===== config.mk =====
export PLATFORM = sky130hd
export DESIGN_NAME = tick_sequencer
export DESIGN_NICKNAME = d
export VERILOG_FILES = /design/src/rtl/tick_sequencer.sv
export SDC_FILE = /design/constraint.sdc
export NUM_CORES = 1
export LEC_CHECK = 0
export CAP_MARGIN = 40
export CORE_MARGIN = 3
export CORE_UTILIZATION = 35
export CTS_BUF_LIST = sky130_fd_sc_hd__clkbuf_8
export DETAILED_ROUTE_END_ITERATION = 8
export PLACE_DENSITY = 0.6
export SETUP_SLACK_MARGIN = 0.4
export SLEW_MARGIN = 20
export SYNTH_ARGS = -nofsm -noshare
export SYNTH_HDL_FRONTEND = slang
export SYNTH_SLANG_ARGS = --single-unit

===== constraint.sdc =====
create_clock -name clk -period 2.4 [get_ports clk]
set_clock_uncertainty 0.05 [all_clocks]
set_input_delay 0.48 -clock clk [delete_from_list [all_inputs] [get_ports clk]]
set_output_delay 0.48 -clock clk [all_outputs]
set_load 0.01 [all_outputs]

===== src/rtl/tick_sequencer.sv =====
// Sequencer that emits num_ticks one-cycle clock-enable pulses spaced DIVIDE cycles apart,
// with abort, completion pulse and remaining-tick count.
module tick_sequencer #(
    parameter int unsigned DIV_SIM = 4,
    parameter int unsigned DIV_SYN = 50000000,
    parameter int unsigned CW      = 26,
    parameter int unsigned NW      = 8
) (
    input  logic          clk,
    input  logic          reset,
    input  logic          start,
    input  logic          stop,
    input  logic [NW-1:0] num_ticks,
    output logic          tick,
    output logic          busy,
    output logic          done,
    output logic [NW-1:0] ticks_left
);

`ifdef SIM
    localparam bit USE_SIM = 1'b1;
`else
    localparam bit USE_SIM = 1'b0;
`endif
    localparam int unsigned DIVIDE = USE_SIM ? DIV_SIM : DIV_SYN;
    localparam logic [CW-1:0] LAST_COUNT = CW'(DIVIDE - 1);

    typedef enum logic [1:0] {
        IDLE = 2'd0,
        RUN  = 2'd1,
        DONE = 2'd2
    } state_e;

    state_e          state_q, state_d;
    logic [CW-1:0]   count_q, count_d;
    logic            tick_q, tick_d;
    logic [NW-1:0]   ticks_left_q, ticks_left_d;

    // State register and registered outputs
    always_ff @(posedge clk or posedge reset) begin
        if (reset) begin
            state_q      <= IDLE;
            count_q      <= '0;
            tick_q       <= 1'b0;
            ticks_left_q <= '0;
        end else begin
            state_q      <= state_d;
            count_q      <= count_d;
            tick_q       <= tick_d;
            ticks_left_q <= ticks_left_d;
        end
    end

    // Next-state and divider logic; stop always beats start and a coincident wrap
    always_comb begin
        state_d      = state_q;
        count_d      = count_q;
        tick_d       = 1'b0;
        ticks_left_d = ticks_left_q;
        case (state_q)
            IDLE: begin
                if (start && !stop) begin
                    count_d = '0;
                    if (num_ticks != '0) begin
                        state_d      = RUN;
                        ticks_left_d = num_ticks;
                    end else begin
                        state_d      = DONE;
                        ticks_left_d = '0;
                    end
                end
            end
            RUN: begin
                if (stop) begin
                    state_d      = IDLE;
                    count_d      = '0;
                    ticks_left_d = '0;
                end else if (count_q == LAST_COUNT) begin
                    count_d      = '0;
                    tick_d       = 1'b1;
                    ticks_left_d = ticks_left_q - NW'(1);
                    if (ticks_left_q == NW'(1)) begin
                        state_d = DONE;
                    end
                end else begin
                    count_d = count_q + CW'(1);
                end
            end
            DONE: begin
                state_d = IDLE;
            end
            default: begin
                state_d = IDLE;
            end
        endcase
    end

    assign tick       = tick_q;
    assign busy       = (state_q == RUN);
    assign done       = (state_q == DONE);
    assign ticks_left = ticks_left_q;

endmodule


# Word-level counts from Yosys, hierarchy flattened
# Cells that the tools add are included.
[totals]
reg_bits = 37
output_inout_bits = 11
in_bits = 12
elab_cells = 39
[op_classes]
muxes = 18
reduce_logical = 8
n_eq_ne = 7
n_addsub = 2
[ops]
columns = ["op", "n"]
rows = [
  ["2-to-1 mux 26 bit", 3],
  ["case mux 26 bit (2 select lines)", 1],
  ["2-to-1 mux 8 bit", 4],
  ["adder 26 x 1 -> 26 bit, second input constant", 1],
  ["== test 26 bit, second input constant", 1],
  ["case mux 8 bit (2 select lines)", 1],
  ["2-to-1 mux 2 bit", 5],
  ["== test 8 x 1 -> 1 bit, second input constant", 1],
  ["nonzero test 8 bit", 1],
  ["subtractor 8 x 1 -> 8 bit, second input constant", 1],
  ["inequality test 3 x 2 -> 1 bit, second input constant", 2],
  ["AND reduction 3 bit", 2],
  ["case mux 2 bit (2 select lines)", 1],
  ["2-to-1 mux 1 bit", 3],
  ["== test 2 x 1 -> 1 bit, second input constant", 1],
  ["== test 2 bit, second input constant", 1],
  ["logical NOT 2 bit", 1],
  ["inequality test 2 bit, second input constant", 1],
  ["AND reduction 2 bit", 1],
  ["nonzero test 2 bit", 1],
  ["logical AND 1 bit", 1],
  ["logical NOT 1 bit", 1],
]

# Longest topological paths before layout
# Gate-level depths: netlist of run 1.
[logic_depth]
ltp_word = 5
depth_mapped = 8
ltp_nobuf = 7

# Worst setup path before layout of run 1
# OpenSTA, ideal clock, no wires.
[synth_path]
kind = "register -> register"
from = "register count_q[0]"
to = "register ticks_left_q[5] (netlist: ticks_left[5])"
arrival_ns = 1.708
path_slack_ns = 0.510
path_buffers = 1
stages_incl_launch_ff = 8
path_cell_list = "dfrtp_1 > ha_1 > and3_1 > clkbuf_1 > nand4_1 > or2_4 > o311ai_1 > o21ai_1"
[synth_via]
elab_chain_len = 3
[synth_rtl]
columns = ["item", "line", "text"]
rows = [
  ["start, declared", "35", "logic [CW-1:0] count_q, count_d;"],
  ["start signal, assigned", "48", "count_q <= count_d;"],
  ["== test 26 bit", "78", "end else if (count_q == LAST_COUNT) begin"],
  ["inequality test 3 x 2 -> 1 bit (no line)", "n/a", ""],
  ["AND reduction 3 bit (no line)", "n/a", ""],
  ["end signal, assigned", "50", "ticks_left_q <= ticks_left_d;"],
  ["end, declared", "37", "logic [NW-1:0] ticks_left_q, ticks_left_d;"],
]
# No other way between the ends.
# A chain may end at the register's enable or synchronous reset.

# Worst setup path in the final report of run 1
[layout_path]
from = "register count_q[13]"
to = "register count_q[8]"
[layout_via]
elab_chain_len = 4
[layout_rtl]
columns = ["item", "line", "text"]
rows = [
  ["== test 26 bit", "78", ""],
  ["2-to-1 mux 26 bit", "78", ""],
  ["2-to-1 mux 26 bit", "74", "if (stop) begin"],
  ["case mux 26 bit (2 select lines)", "60", "case (state_q)"],
]
# No other way between the ends.

==> results of run 1 <==
power breakdown:
group	leakage, µW	total, µW	switching (µW)	internal, µW
registers	0.000495	861	142	719
clock network	0.0000626	571	236	335
logic	0.000705	1150	588	566
total	0.00126	2590	967	1620
final cells by class:
cell class              count  area share, %
clock buffers               6          2.763
flip-flops and latches     37          31.14
multi-input cells         181          42.44
clock inverters             2          1.130
repair buffers             58          17.75
well taps                  75          3.139
inverters                  13          1.632
per-layer routing:
metal | vias to the layer above | share of wire, %
li1 | 991 | -
met1 | 963 | 47
met2 | 52 | 47
met3 | 10 | 5.0
met4 | 0 | 1.4
met5 | - | 0
sequential cells by signal (all words and copies together) (netlist names):
signal / count
ticks_left: 8
count_q: 26
tick: 1
state_q: 2
cells in the final DEF, fill, tap and decap left out, types with 3 or more instances in the layout:
master,n
dfrtp_1,33
buf_4,33
nor2_1,23
a21oi_1,16
clkdlybuf4s50_1,16
nand2_1,15
inv_1,14
xnor2_1,12
o21ai_0,11
nand3_1,10
nand4_1,7
nor3_2,7
nor3_1,6
clkbuf_8,6
nor4_1,5
dlymetal6s2s_1,5
a31oi_1,4
a22o_1,4
dfrtp_2,4
nor2b_1,3
and3_1,3
o22a_1,3
o21ai_1,3
per-stage QoR:
step	instances	area [µm²]	util (%)	hold WS, ps	setup slack (ps)
floorplan	241	2241	-	429.5	510.1
global placement	341	2603	42.94	460.6	81.76
detailed placement	341	2603	42.94	467.1	82.86
CTS	354	2779	45.85	477.8	388.1
global route	372	2989	49.32	500.0	318.3
finish	372	2989	49.32	473.5	403.7
kinds of logic (layout without fill, tap and decap cells):
family,after synthesis,in the layout
buffers and inverters,23,79
muxes,1,1
and+or+nand+nor,102,102
xor gates and xnor gates,14,14
DFF,37,37
adders and majority gates,3,3
AOI/OAI and AO/OA,61,61
what timing repair did:
| action | CTS | global route |
|---|---|---|
| gates resized for setup | 5 | 21 |
| endpoints found under the setup margin | 29 | 28 |
| hold endpoints to repair | 0 | 0 |
| pin swaps | 2 | 8 |
| buffers inserted | 5 | 18 |
how the worst min path moves through the flow:
stage	startpoint	to	slack, ps	cells past startpoint
2_1_floorplan	count_q[0]	count_q[0]	430	1
3_3_place_gp	count_q[0]	count_q[0]	460	1
3_5_place_dp	count_q[0]	count_q[0]	470	1
4_1_cts	count_q[0]	count_q[0]	480	1
5_1_grt	count_q[9]	count_q[9]	500	1
6_report	count_q[0]	count_q[0]	470	1
==> flow_metrics.tcl, run 1 <==
set metrics [dict create \
    grtUsageMet3_pct 3.170 \
    wl_per_cell_um 15.20 \
    cp-end-kind "flop" \
    synthFlopType "dfrtp_1" \
    netlist_instances 241 \
    core_area_um2 6061 \
    hold_violations 0 \
    min_period_ps 1996 \
    r2r_start "count_q[13]" \
    rr_worst_depth 6 \
    cp_top_family "simple AND/OR/NAND/NOR gates" \
    area_growth_pct 33.39 \
    async_reset_ff_share_pct 100.0 \
    drc 0 \
    worstSetupEndpoint "count_q[8]" \
    rsz0062_at_grt "true" \
    dieArea_um2 7399 \
    avgSynthCellArea_um2 9.298 \
    synthTopCellsByCount "37 x dfrtp_1, 24 x nor2_1, 16 x a21oi_1" \
    hold_path_class "reg -> reg" \
    synth_top_family_by_area "simple AND/OR/NAND/NOR gates" \
    timing.critical_path.buf_inv 1 \
    grt_usage_pct 15.57 \
    wirelength_um 5654 \
    setup_tns_ps 0 \
    grt_max_degree 38 \
    yosysMostFrequentCell "dfrtp_1" \
    p_per_area_nw_per_um2 865.2 \
    total_power_uw 2586 \
    crit_fanout 7 \
    cp.arrival_ps 2120 \
    clockBufferDepth 2 \
    crit_required_ps 2520 \
    synth_top_area_share_pct 41.32 \
    num_io_pins 23 \
    ant_nets 0 \
    setup_viol 0 \
    synth_xor_area_share_pct 5.472 \
    chipWidth_um 86.02 \
    status "finished, final reports clean" \
    synthTopCellsByArea "dfrtp_1 41%, xnor2_1 4.7%, nor2_1 4.0%" \
    start_kind "flop" \
    ys_seq_area_share_pct 41.32 \
    cellLeakagePower_uw 0.001262 \
    cts_root_buf "clkbuf_8" \
    yosysWarnings 0 \
    synth.area.mux_share_pct 0.4467 \
    reg2reg_to "count_q[8]" \
    slew_viol_final 0 \
    grt_pass1_vias 1883 \
    max_cap_violations 0 \
    cts_buffers 5 \
    ys_ff_latch 37 \
    path_depth 6 \
    place.gp.congestion 0.8476 \
    synth-edff-count 0 \
    grt_pass1_wl_um 9246 \
    use_met1_pct 21.93 \
    drt_iter0_drc 112 \
    slowest_stage "or4_4" \
    busiest_layer "met2" \
    portBuffers 22 \
    clock_sinks 37 \
    max_freq_mhz 500.9 \
    synthSimpleGateAreaFrac_pct 27.19 \
    gr-total-overflow 0 \
    multiInputGateArea_um2 1269 \
    path_cells "nand4_1, or4_4, o21a_4, buf_4, a21oi_1, o22ai_1" \
    antenna_found_initial 0 \
    via_per_inst 5.419 \
    synth_fa_ha_area_share_pct 1.675 \
    crit_type "reg -> reg" \
    clkTransAtPathRegs_ps 80 \
    chipHeight_um 86.02 \
    drive_above_1_share_pct 25.25 \
    relSlewSlack_pct 64.43 \
    worstSkewPairLatency_ps 300 \
    nNetsFinal 311 \
    r2r_slack_ps 400 \
    startpoint "count_q[13]" \
    finalCritPeriodShare_pct 83.18 \
    grt_util_met2_pct 23.97 \
    synth_compound_area_share_pct 18.93 \
    ys_types 54 \
    first_pass_iters 4 \
    start_util_pct 36.97 \
    via_count 2016 \
    yosysTopAreaCell "dfrtp_1" \
    holdBufCountCts 0 \
    row_count 28 \
    worstMarginPinSlew_ps 532.4 \
    antennaDiodeCount 0 \
    htree_levels 2 \
    cpPeakStageDelay_ps 610 \
    seqCellArea_um2 930.9 \
    peakVddDrop_mv 0.4818 \
    fillers 555 \
    syn_area_um2 2241 \
    cts_tree "built" \
    hpwl_um 3650 \
    syn_nets 256 \
]
No activity file was read; power rests on OpenSTA's default activity.
==> run 2: changes to the inputs <==
--- a/config.mk
+++ b/config.mk
@@ -10,7 +10,7 @@
 export CORE_UTILIZATION = 35
 export CTS_BUF_LIST = sky130_fd_sc_hd__clkbuf_8
 export DETAILED_ROUTE_END_ITERATION = 8
-export PLACE_DENSITY = 0.6
+export PLACE_DENSITY = 0.62
 export SETUP_SLACK_MARGIN = 0.4
 export SLEW_MARGIN = 20
 export SYNTH_ARGS = -nofsm -noshare
==> constraint.sdc (replaced) <==
create_clock -name clk -period 1.6 [get_ports clk]
set_clock_uncertainty 0.05 [all_clocks]
set_input_delay 0.32 -clock clk [delete_from_list [all_inputs] [get_ports clk]]
set_output_delay 0.32 -clock clk [all_outputs]
set_load 0.01 [all_outputs]
==> flow_metrics.tcl, run 2 (synthesis gave the netlist of run 1 again) <==
set metrics [dict create \
    antenna_found_initial 0 \
    largest_register_ff_count 26 \
    switchingPower_uw 1844 \
    clock_sinks 37 \
    internal_power_uw 3165 \
    slew_viol_final 0 \
    relSlewSlack_pct 71.89 \
    chipWidth_um 86.02 \
    grtUsageMet3_pct 4.707 \
    grt_usage_pct 19.82 \
    crit_fanout 4 \
    chipHeight_um 86.02 \
    area_growth_pct 67.50 \
    setup_viol 34 \
    worstMarginPinSlew_ps 417.9 \
    min_period_ps 1970 \
    netSwitchingFraction_pct 36.81 \
    grt_util_met2_pct 31.74 \
    hold_violations 0 \
    cp-end-kind "flop" \
    power.share.sequential_pct 23.9 \
    p_per_area_nw_per_um2 1334 \
    start_util_pct 36.97 \
    rsz0062_at_grt "true" \
    r2r_slack_ps -370 \
    drc 0 \
    crit_required_ps 1730 \
    cp.arrival_ps 2100 \
    max_cap_violations 0 \
    grt_max_degree 38 \
    busiest_layer "met2" \
    nNetsFinal 379 \
    max_freq_mhz 507.6 \
    total_power_uw 5009 \
    use_met1_pct 26.26 \
    dieArea_um2 7399 \
    violations "setup timing" \
    via_count 2361 \
    hold_ws_ps 355.1 \
    wl_per_cell_um 15.61 \
    mostFrequentLayoutCells "76 x buf_4, 36 x dfrtp_1, 31 x buf_6, 16 x nor2_1, 15 x nand2_1" \
    via_per_inst 5.366 \
    first_pass_iters 4 \
    clkTransAtPathRegs_ps 90 \
    htree_levels 2 \
    worstSkewPairLatency_ps 300 \
    cts_tree "built" \
    largest-register "count_q" \
    p_clk_share_pct 17.7 \
    utilization_pct 61.93 \
    cellLeakagePower_uw 0.001635 \
    peakVddDrop_mv 0.7722 \
    hold_path_class "in -> async" \
    finalCritPeriodShare_pct 123.1 \
    fillers 490 \
    setup_slack_ps -370.0 \
    comb_power_share_pct 58.4 \
    place_inst 411 \
    cts_buffers 5 \
    crit_type "reg -> reg" \
    gr-total-overflow 0 \
    place.gp.congestion 0.8920 \
    cts_root_buf "clkbuf_8" \
    row_count 28 \
    final_common_cell "buf_4" \
    grt_pass1_vias 2398 \
    start_kind "flop" \
    drive_above_1_share_pct 48.22 \
    wirelength_um 6868 \
    status "complete, but fails checks" \
    clockBufferDepth 2 \
    final_cells 440 \
    antennaDiodeCount 0 \
    grt_pass1_wl_um 11630 \
    holdBufCountCts 0 \
    num_io_pins 23 \
    ant_nets 0 \
    portBuffers 22 \
    place_ws_ps -552.5 \
    core_area_um2 6061 \
    hpwl_um 4569 \
    drt_iter0_drc 102 \
]
[run 2: cell count changes in the layout (fill, tap and decap cells not counted), sizes merged]
cell,delta
inv,-2
dlymetal6s2s,-5
buf,+78
dlygate4sd2,+2
clkbuf,+1
clkdlybuf4s50,-8
clkinvlp,+2
[run 2: final timing paths]
check / start / to / cells after the start
max: count_q[24] / count_q[1] / 6
min: reset / count_q[16] / 3
max reg2reg: count_q[24] / count_q[1] / 6
min reg2reg: count_q[3] / count_q[3] / 1
max in group asynchronous: reset / ticks_left[3] / 3
min in group clk: count_q[3] / count_q[3] / 1
[run 2: layer usage]
| metal | vias to the layer above | wire, µm | part of all wire [%] |
|---|---|---|---|
| li1 | 1130 | - | - |
| met1 | 1154 | 3077 | 45 |
| met2 | 67 | 3279 | 48 |
| met3 | 10 | 388 | 5.6 |
| met4 | 0 | 123 | 1.8 |
| met5 | - | 0 | 0 |
[run 2: timing repair]
action                                  4_1_cts  5_1_grt
endpoints found under the setup margin       48       48
cloned                                        0        1
buffers inserted                             17        3
pin swaps                                    17        8
resized for setup                           112        9
endpoints found under the hold margin         0        0
[run 2: area by class of cell]
| class | count | area (µm²) | area share [%] |
|---|---|---|---|
| clock buffers | 6 | 82.58 | 2.200 |
| repair buffers | 126 | 1161 | 30.93 |
| inverters | 13 | 57.56 | 1.533 |
| clock inverters | 2 | 37.54 | 1.000 |
| well taps | 75 | 93.84 | 2.500 |
| flip-flops and latches | 37 | 927.1 | 24.70 |
| multi-input cells | 181 | 1394 | 37.13 |
[run 2: worst max-delay path: stages (launching register included)]
cell and delay [ps]:
dfrtp_1 390, nand2b_4 130, or4_4 550, o21a_4 260, buf_12 140, clkbuf_16 150, a22o_1 180
[run 2: power groups by stage]
stage | clock network [µW] | logic [µW] | registers, µW
after global placement | 0 | 2160 | 1190
after floorplan | 0 | 1070 | 1270
final | 885 | 2920 | 1200
after CTS | 889 | 2810 | 1190
after global routing | 944 | 3160 | 1210
after detailed placement | 0 | 2200 | 1210
[run 2: per-stage QoR]
stage / TNS [ps] / instance area, µm²
2_1_floorplan: -5199 / 2297
3_3_place_gp: -14020 / 3208
3_5_place_dp: -14310 / 3208
4_1_cts: -10480 / 3670
5_1_grt: -13010 / 3754
6_report: -10770 / 3754
==> run 3: changes to the inputs <==
--- a/config.mk
+++ b/config.mk
@@ -9,6 +9,7 @@
 export CORE_MARGIN = 3
 export CORE_UTILIZATION = 35
 export CTS_BUF_LIST = sky130_fd_sc_hd__clkbuf_8
+export CTS_CLUSTER_SIZE = 20
 export DETAILED_ROUTE_END_ITERATION = 8
 export PLACE_DENSITY = 0.62
 export SETUP_SLACK_MARGIN = 0.4
==> results of run 3 <==
Final layout, timing and power as in run 2 (identical DEF).
